`src/rtl/gate_scan_ctrl_pkg.sv`:
```
// rtl/gate_scan_ctrl_pkg.sv - shared encodings and tables for the gate scan controller
package gate_scan_ctrl_pkg;

   typedef logic [1:0] state_t;
   typedef logic [1:0] row_t;
   typedef logic [6:0] func_vec_t;

   localparam state_t ST_IDLE   = 2'd0;
   localparam state_t ST_SETTLE = 2'd1;
   localparam state_t ST_SAMPLE = 2'd2;
   localparam state_t ST_DONE   = 2'd3;

   localparam int N_FUNC = 7;
   localparam int F_NOT  = 0;
   localparam int F_AND  = 1;
   localparam int F_NAND = 2;
   localparam int F_OR   = 3;
   localparam int F_NOR  = 4;
   localparam int F_XOR  = 5;
   localparam int F_XNOR = 6;

   // Expected primitive output of function f at row r lives at bit 4*f+r.
   localparam logic [27:0] EXP_TT = 28'h961E785;

   localparam int GATE_WIDTH = 14;

   // gate_out packs each function as a (_0, _1) pair, NOT in the top pair.
   function automatic int pos0(input int f);
      return 13 - 2 * f;
   endfunction

   function automatic int pos1(input int f);
      return 12 - 2 * f;
   endfunction

   function automatic logic exp_bit(input int f, input row_t r);
      return EXP_TT[4 * f + int'(r)];
   endfunction

endpackage

```
`src/rtl/gate_scan_ctrl_if.sv`:
```
// rtl/gate_scan_ctrl_if.sv - scan request, gate drive/observe and result bundle
interface gate_scan_ctrl_if;
   logic        start;
   logic        I1;
   logic        I0;
   logic [13:0] gate_out;
   logic        busy;
   logic        done;
   logic [27:0] tt;
   logic [6:0]  err;
   logic        pass;

   modport master (
      output start, gate_out,
      input  I1, I0, busy, done, tt, err, pass
   );

   modport slave (
      input  start, gate_out,
      output I1, I0, busy, done, tt, err, pass
   );
endinterface

```
`src/rtl/gate_row_check.sv`:
```
// rtl/gate_row_check.sv - per-row compare of gate outputs against the expected table
module gate_row_check
   import gate_scan_ctrl_pkg::*;
(
   input  row_t        r,
   input  logic [13:0] gate_out,
   output func_vec_t   row_err
);

   // A function fails a row when its two copies disagree or the primitive is wrong.
   always_comb begin
      row_err = '0;
      for (int f = 0; f < N_FUNC; f++) begin
         row_err[f] = (gate_out[pos0(f)] != gate_out[pos1(f)]) |
                      (gate_out[pos0(f)] != exp_bit(f, r));
      end
   end

endmodule

```
`src/rtl/gate_scan_ctrl.sv`:
```
// rtl/gate_scan_ctrl.sv - scans four input rows through a gate unit and grades it
module gate_scan_ctrl
   import gate_scan_ctrl_pkg::*;
#(
   parameter int SETTLE = 1
) (
   input logic             clk,
   input logic             rst_n,
   gate_scan_ctrl_if.slave bus
);

   state_t      state;
   row_t        row;
   logic [3:0]  cnt;
   logic [27:0] tt_q;
   func_vec_t   err_q;
   logic        pass_q;
   func_vec_t   row_err;

   gate_row_check u_row_check (
      .r        (row),
      .gate_out (bus.gate_out),
      .row_err  (row_err)
   );

   // Scan sequencer: settle each row, capture it, then report once after row 3.
   always_ff @(posedge clk) begin
      if (!rst_n) begin
         state  <= ST_IDLE;
         row    <= '0;
         cnt    <= '0;
         tt_q   <= '0;
         err_q  <= '0;
         pass_q <= 1'b0;
      end else begin
         case (state)
            ST_IDLE: begin
               if (bus.start) begin
                  row    <= '0;
                  cnt    <= '0;
                  tt_q   <= '0;
                  err_q  <= '0;
                  pass_q <= 1'b0;
                  state  <= ST_SETTLE;
               end
            end
            ST_SETTLE: begin
               if (cnt == 4'(SETTLE - 1)) begin
                  state <= ST_SAMPLE;
               end else begin
                  cnt <= cnt + 4'd1;
               end
            end
            ST_SAMPLE: begin
               for (int f = 0; f < N_FUNC; f++) begin
                  tt_q[4 * f + int'(row)] <= bus.gate_out[pos0(f)];
               end
               err_q <= err_q | row_err;
               if (row != 2'd3) begin
                  row   <= row + 2'd1;
                  cnt   <= '0;
                  state <= ST_SETTLE;
               end else begin
                  state <= ST_DONE;
               end
            end
            ST_DONE: begin
               pass_q <= (err_q == '0);
               state  <= ST_IDLE;
            end
            default: state <= ST_IDLE;
         endcase
      end
   end

   // The row register drives the gate inputs directly, so they rest at 11 after a scan.
   assign bus.I1   = row[1];
   assign bus.I0   = row[0];
   assign bus.busy = (state != ST_IDLE);
   assign bus.done = (state == ST_DONE);
   assign bus.tt   = tt_q;
   assign bus.err  = err_q;
   assign bus.pass = pass_q;

endmodule

```
`src/flat_wrapper.sv`:
```
// flat-port wrapper written by rule: the top's interface ports become plain ports
module gate_scan_ctrl_flat import gate_scan_ctrl_pkg::*;
#(
   parameter int SETTLE = 1
)
  (clk, rst_n, bus_start, bus_gate_out, bus_I1, bus_I0, bus_busy, bus_done, bus_tt, bus_err, bus_pass);
  gate_scan_ctrl_if bus_i ();
  input logic clk;
  input logic rst_n;
  input wire logic [$bits(bus_i.start)-1:0] bus_start;
  input wire logic [$bits(bus_i.gate_out)-1:0] bus_gate_out;
  output wire logic [$bits(bus_i.I1)-1:0] bus_I1;
  output wire logic [$bits(bus_i.I0)-1:0] bus_I0;
  output wire logic [$bits(bus_i.busy)-1:0] bus_busy;
  output wire logic [$bits(bus_i.done)-1:0] bus_done;
  output wire logic [$bits(bus_i.tt)-1:0] bus_tt;
  output wire logic [$bits(bus_i.err)-1:0] bus_err;
  output wire logic [$bits(bus_i.pass)-1:0] bus_pass;
  assign bus_i.start = bus_start;
  assign bus_i.gate_out = bus_gate_out;
  assign bus_I1 = bus_i.I1;
  assign bus_I0 = bus_i.I0;
  assign bus_busy = bus_i.busy;
  assign bus_done = bus_i.done;
  assign bus_tt = bus_i.tt;
  assign bus_err = bus_i.err;
  assign bus_pass = bus_i.pass;
  gate_scan_ctrl #(.SETTLE(SETTLE)) u_core (.clk(clk), .rst_n(rst_n), .bus(bus_i));
endmodule
```
`config.mk`:
```
export PLATFORM = sky130hd
export DESIGN_NAME = gate_scan_ctrl_flat
export DESIGN_NICKNAME = d
export VERILOG_FILES = /design/src/rtl/gate_scan_ctrl_pkg.sv /design/src/rtl/gate_scan_ctrl_if.sv /design/src/rtl/gate_row_check.sv /design/src/rtl/gate_scan_ctrl.sv /design/src/flat_wrapper.sv
export SDC_FILE = /design/constraint.sdc
export NUM_CORES = 1
export LEC_CHECK = 0
export ABC_AREA = 1
export BUFFER_PORTS_ARGS = -buffer_cell sky130_fd_sc_hd__clkbuf_2
export CAP_MARGIN = 20
export CORE_AREA = 3 3 76 78
export DETAILED_ROUTE_END_ITERATION = 16
export DIE_AREA = 0 0 79 81
export PLACE_DENSITY = 0.69
export SLEW_MARGIN = 20
export SYNTH_ARGS = -nofsm -noshare
export SYNTH_HDL_FRONTEND = slang
export SYNTH_SLANG_ARGS = --single-unit
```
`constraint.sdc`:
```
create_clock -name clk -period 2.2 [get_ports clk]
set_clock_uncertainty 0.15 [all_clocks]
set_input_delay 0 -clock clk [delete_from_list [all_inputs] [get_ports clk]]
set_output_delay 0 -clock clk [all_outputs]
set_load 0.03 [all_outputs]
```
==> flow_summary.json <==
{
  "run_status": "finished, final reports clean",
  "clock_transition_at_the_register_clock_pins_on_the_worst_setup_and_hold_paths_after_cts_ns": 0.09,
  "route.vias.total": 1977,
  "final-max-slew-violation-count": 0,
  "ctsLongestPathBuffers": 2,
  "cts_buffers": 5,
  "final_nets": 363,
  "netlist_instances": 265,
  "ctsRootBufferMaster": "clkbuf_8",
  "crit_chain": "inv_1, ha_1, nand3_1, dlygate4sd3_1, nand3_1, a21oi_1",
  "synth.area.mux_share_pct": 0,
  "path_delay_family": "buffers and inverters",
  "gr-usage-all-layers_pct": 17.4,
  "finalWeightedCongestion": 0.743,
  "fill_cells": 531,
  "p_leak_nw": 1.14,
  "drt_first_iter_violations": 158,
  "postRouteAntennaNets": 0,
  "numClockSinks": 44,
  "setup_violation_total_in_the_final_timing_report": 0,
  "postCtsSetupBuffers": 0,
  "width_of_the_die_um": 79,
  "postSynthRegisterBits": 44,
  "yosys.area_share.adder_pct": 5.45,
  "worst_path_max_fanout": 6,
  "die-height_um": 81,
  "cts.repair.resized": 0,
  "placedInstanceArea_um2": 2350,
  "crit_top_cell": "nand3_1",
  "final.min_clock_period_ns": 2.00,
  "final-hold-violation-count": 0,
  "syn-mean-instance-area_um2": 7.80,
  "worst_skew_late_latency_ns": 0.30,
  "starting_utilization_of_the_core_area_pct": 40.2,
  "distinct_cell_type_count_of_the_synthesized_netlist": 27,
  "max-slew-margin-rel_pct": 77.8,
  "vias_in_the_first_global_route": 1825,
  "layout.cells.most_common": "clkbuf_2",
  "timing.critical_path.slowest_stage_cell": "dlygate4sd3_1",
  "dominant_combinational_cell_family_by_area_after_synthesis": "simple AND/OR/NAND/NOR gates",
  "core_area_um2": 5140,
  "cp_data_arrival_time_ns": 2.04,
  "synth_compound_gate_area_share_pct": 13.6,
  "critical_path.endpoint_type": "flip-flop",
  "cts_tree": "done",
  "hpwl_um": 3670,
  "syn-cell-area_um2": 2070,
  "grt_antenna_before_repair": 0,
  "critPathKind": "flip-flop to flip-flop",
  "vias_per_cell": 4.85,
  "yosys.area_share.xor_xnor_pct": 0.848,
  "timing.critical_path.buf_inv": 2,
  "syn_nets": 291,
  "htreeDepth": 2,
  "final_layout_size_suffix_gt1_share_pct": 24.9,
  "timing_worst_slew_pin_value_ns": 0.334,
  "hold_class": "flip-flop to flip-flop",
  "grt_start_max_net_pins": 35,
  "wl_per_cell_um": 13.0,
  "min_period_over_period_pct": 91.0,
  "critical-path-max-stage-delay_ns": 0.56,
  "peakVddDrop_uv": 381,
  "startpoint_type": "flip-flop",
  "seq_total_area_yosys_pct": 42.6,
  "synth_simple_gate_area_share_pct": 28.8,
  "boundaryPins": 57,
  "overall_overflow_remaining_after_global_route": 0,
  "area.growth.synth_to_final_pct": 29.0,
  "cts_hold_buf": 19,
  "setup-tns-final_ns": 0,
  "power_density_nw_per_um2": 701,
  "layout.cells.most_common_list": "clkbuf_2, nand3_1, dfxtp_1",
  "wire_length_of_the_first_global_routing_pass_um": 8720,
  "detail_route.first_pass.iterations": 4,
  "cap_viol_max_count": 0,
  "final_routed_wirelength_um": 5310,
  "drcViolationCount": 0,
  "crit_required_ns": 2.23,
  "port_buf_inserts": 56,
  "fin_area_um2": 2660,
  "antenna_cells_inserted": 0,
  "fmax_ghz": 0.499,
  "rsz0062_at_grt": "no",
  "die-area_um2": 6400,
  "placementRows": 26,
  "synth-warning-count": 0
}
==> registers in the layout, indices dropped and copies added, names as in the netlist <==
name and count:
u_core.bus.tt 28, u_core.cnt 4, u_core.state 2, u_core.row 2, u_core.bus.pass 1, u_core.bus.err 7
==> cell families (layout without fill, tap and decap cells) <==
family | count (synthesis) | count (layout)
AND/OR/NAND/NOR | 122 | 122
AO/OA/AOI/OAI | 55 | 55
flip-flops | 44 | 44
buffers and inverters | 33 | 106
adder cells (fa/ha/maj) | 9 | 9
XOR/XNOR | 2 | 2
==> worst reg2reg max path: cells and delay by family (launching register included) <==
kind	cells	cell delay, ns
compound gates	1	0.06
simple gates	2	0.17
flops	1	0.43
fa+ha+maj	1	0.37
buf+inv	2	0.70
==> metal layers <==
layer / GRT usage (%) / routed length (um) / vias up
met5: 0 / 0 / -
met4: 5.33 / 60 / 0
met3: 4.10 / 259 / 6
met2: 28.2 / 2510 / 54
met1: 23.0 / 2480 / 887
li1: - / - / 1030
==> cell usage after synthesis <==
| master | instances | area share, % |
|---|---|---|
| a21boi_0 | 1 | 0.36 |
| a21oi_1 | 42 | 10 |
| buf_2 | 2 | 0.48 |
| buf_6 | 3 | 1.6 |
| buf_8 | 2 | 1.5 |
| clkbuf_1 | 4 | 0.73 |
| clkinv_4 | 1 | 0.42 |
| dfxtp_1 | 44 | 43 |
| ha_1 | 9 | 5.5 |
| inv_1 | 15 | 2.7 |
| inv_2 | 5 | 0.91 |
| inv_4 | 1 | 0.30 |
| nand2_1 | 33 | 6.0 |
| nand2_2 | 4 | 1.2 |
| nand2_4 | 3 | 1.6 |
| nand3_1 | 47 | 11 |
| nand3_4 | 1 | 0.85 |
| nand3b_1 | 2 | 0.73 |
| nand4_1 | 1 | 0.30 |
| nor2_1 | 24 | 4.4 |
| nor2_2 | 1 | 0.30 |
| nor2_4 | 1 | 0.55 |
| nor3_1 | 4 | 0.97 |
| nor3_2 | 1 | 0.48 |
| o21ai_0 | 11 | 2.7 |
| o21ai_2 | 1 | 0.42 |
| xor2_1 | 2 | 0.85 |
==> final timing paths <==
kind	slack (ns)	depth (start not counted)	from	end
setup / recovery	0.20	6	u_core.row[0]	u_core.bus.err[5]
hold / removal	0.32	2	u_core.bus.tt[0]	u_core.bus.tt[0]
setup reg to reg	0.20	6	u_core.row[0]	u_core.bus.err[5]
hold reg to reg	0.32	2	u_core.bus.tt[0]	u_core.bus.tt[0]
==> stage by stage <==
| step | power, mW | hold WS, ns | worst slack, ns | utilization [%] | std cells |
|---|---|---|---|---|---|
| finish | 1.87 | 0.318 | 0.198 | 51.8 | 408 |
| global route | 1.96 | 0.335 | 0.139 | 51.8 | 408 |
| CTS | 1.88 | 0.318 | 0.216 | 51.8 | 408 |
| detailed placement | 1.20 | 0.181 | 0.458 | 45.8 | 381 |
| global placement | 1.20 | 0.181 | 0.522 | 45.8 | 381 |
| floorplan | 1.12 | -0.0103 | 0.347 | - | 265 |
==> area by class of cell <==
cell class              count  area (um^2)  area share, %
multi-input cells         188         1010           37.8
clock inverters             2         38.8           1.46
clock buffers               6         82.6           3.10
flip-flops and latches     44          881           33.1
well taps                  70         87.6           3.29
repair buffers             76          478           17.9
inverters                  22         90.1           3.38
==> report_power, final <==
group          internal, mW  leakage, nW  switching [mW]
logic                 0.115        0.725           0.234
clock network         0.371       0.0614           0.287
registers             0.831        0.358          0.0280
(Power assumes the default switching activity.)
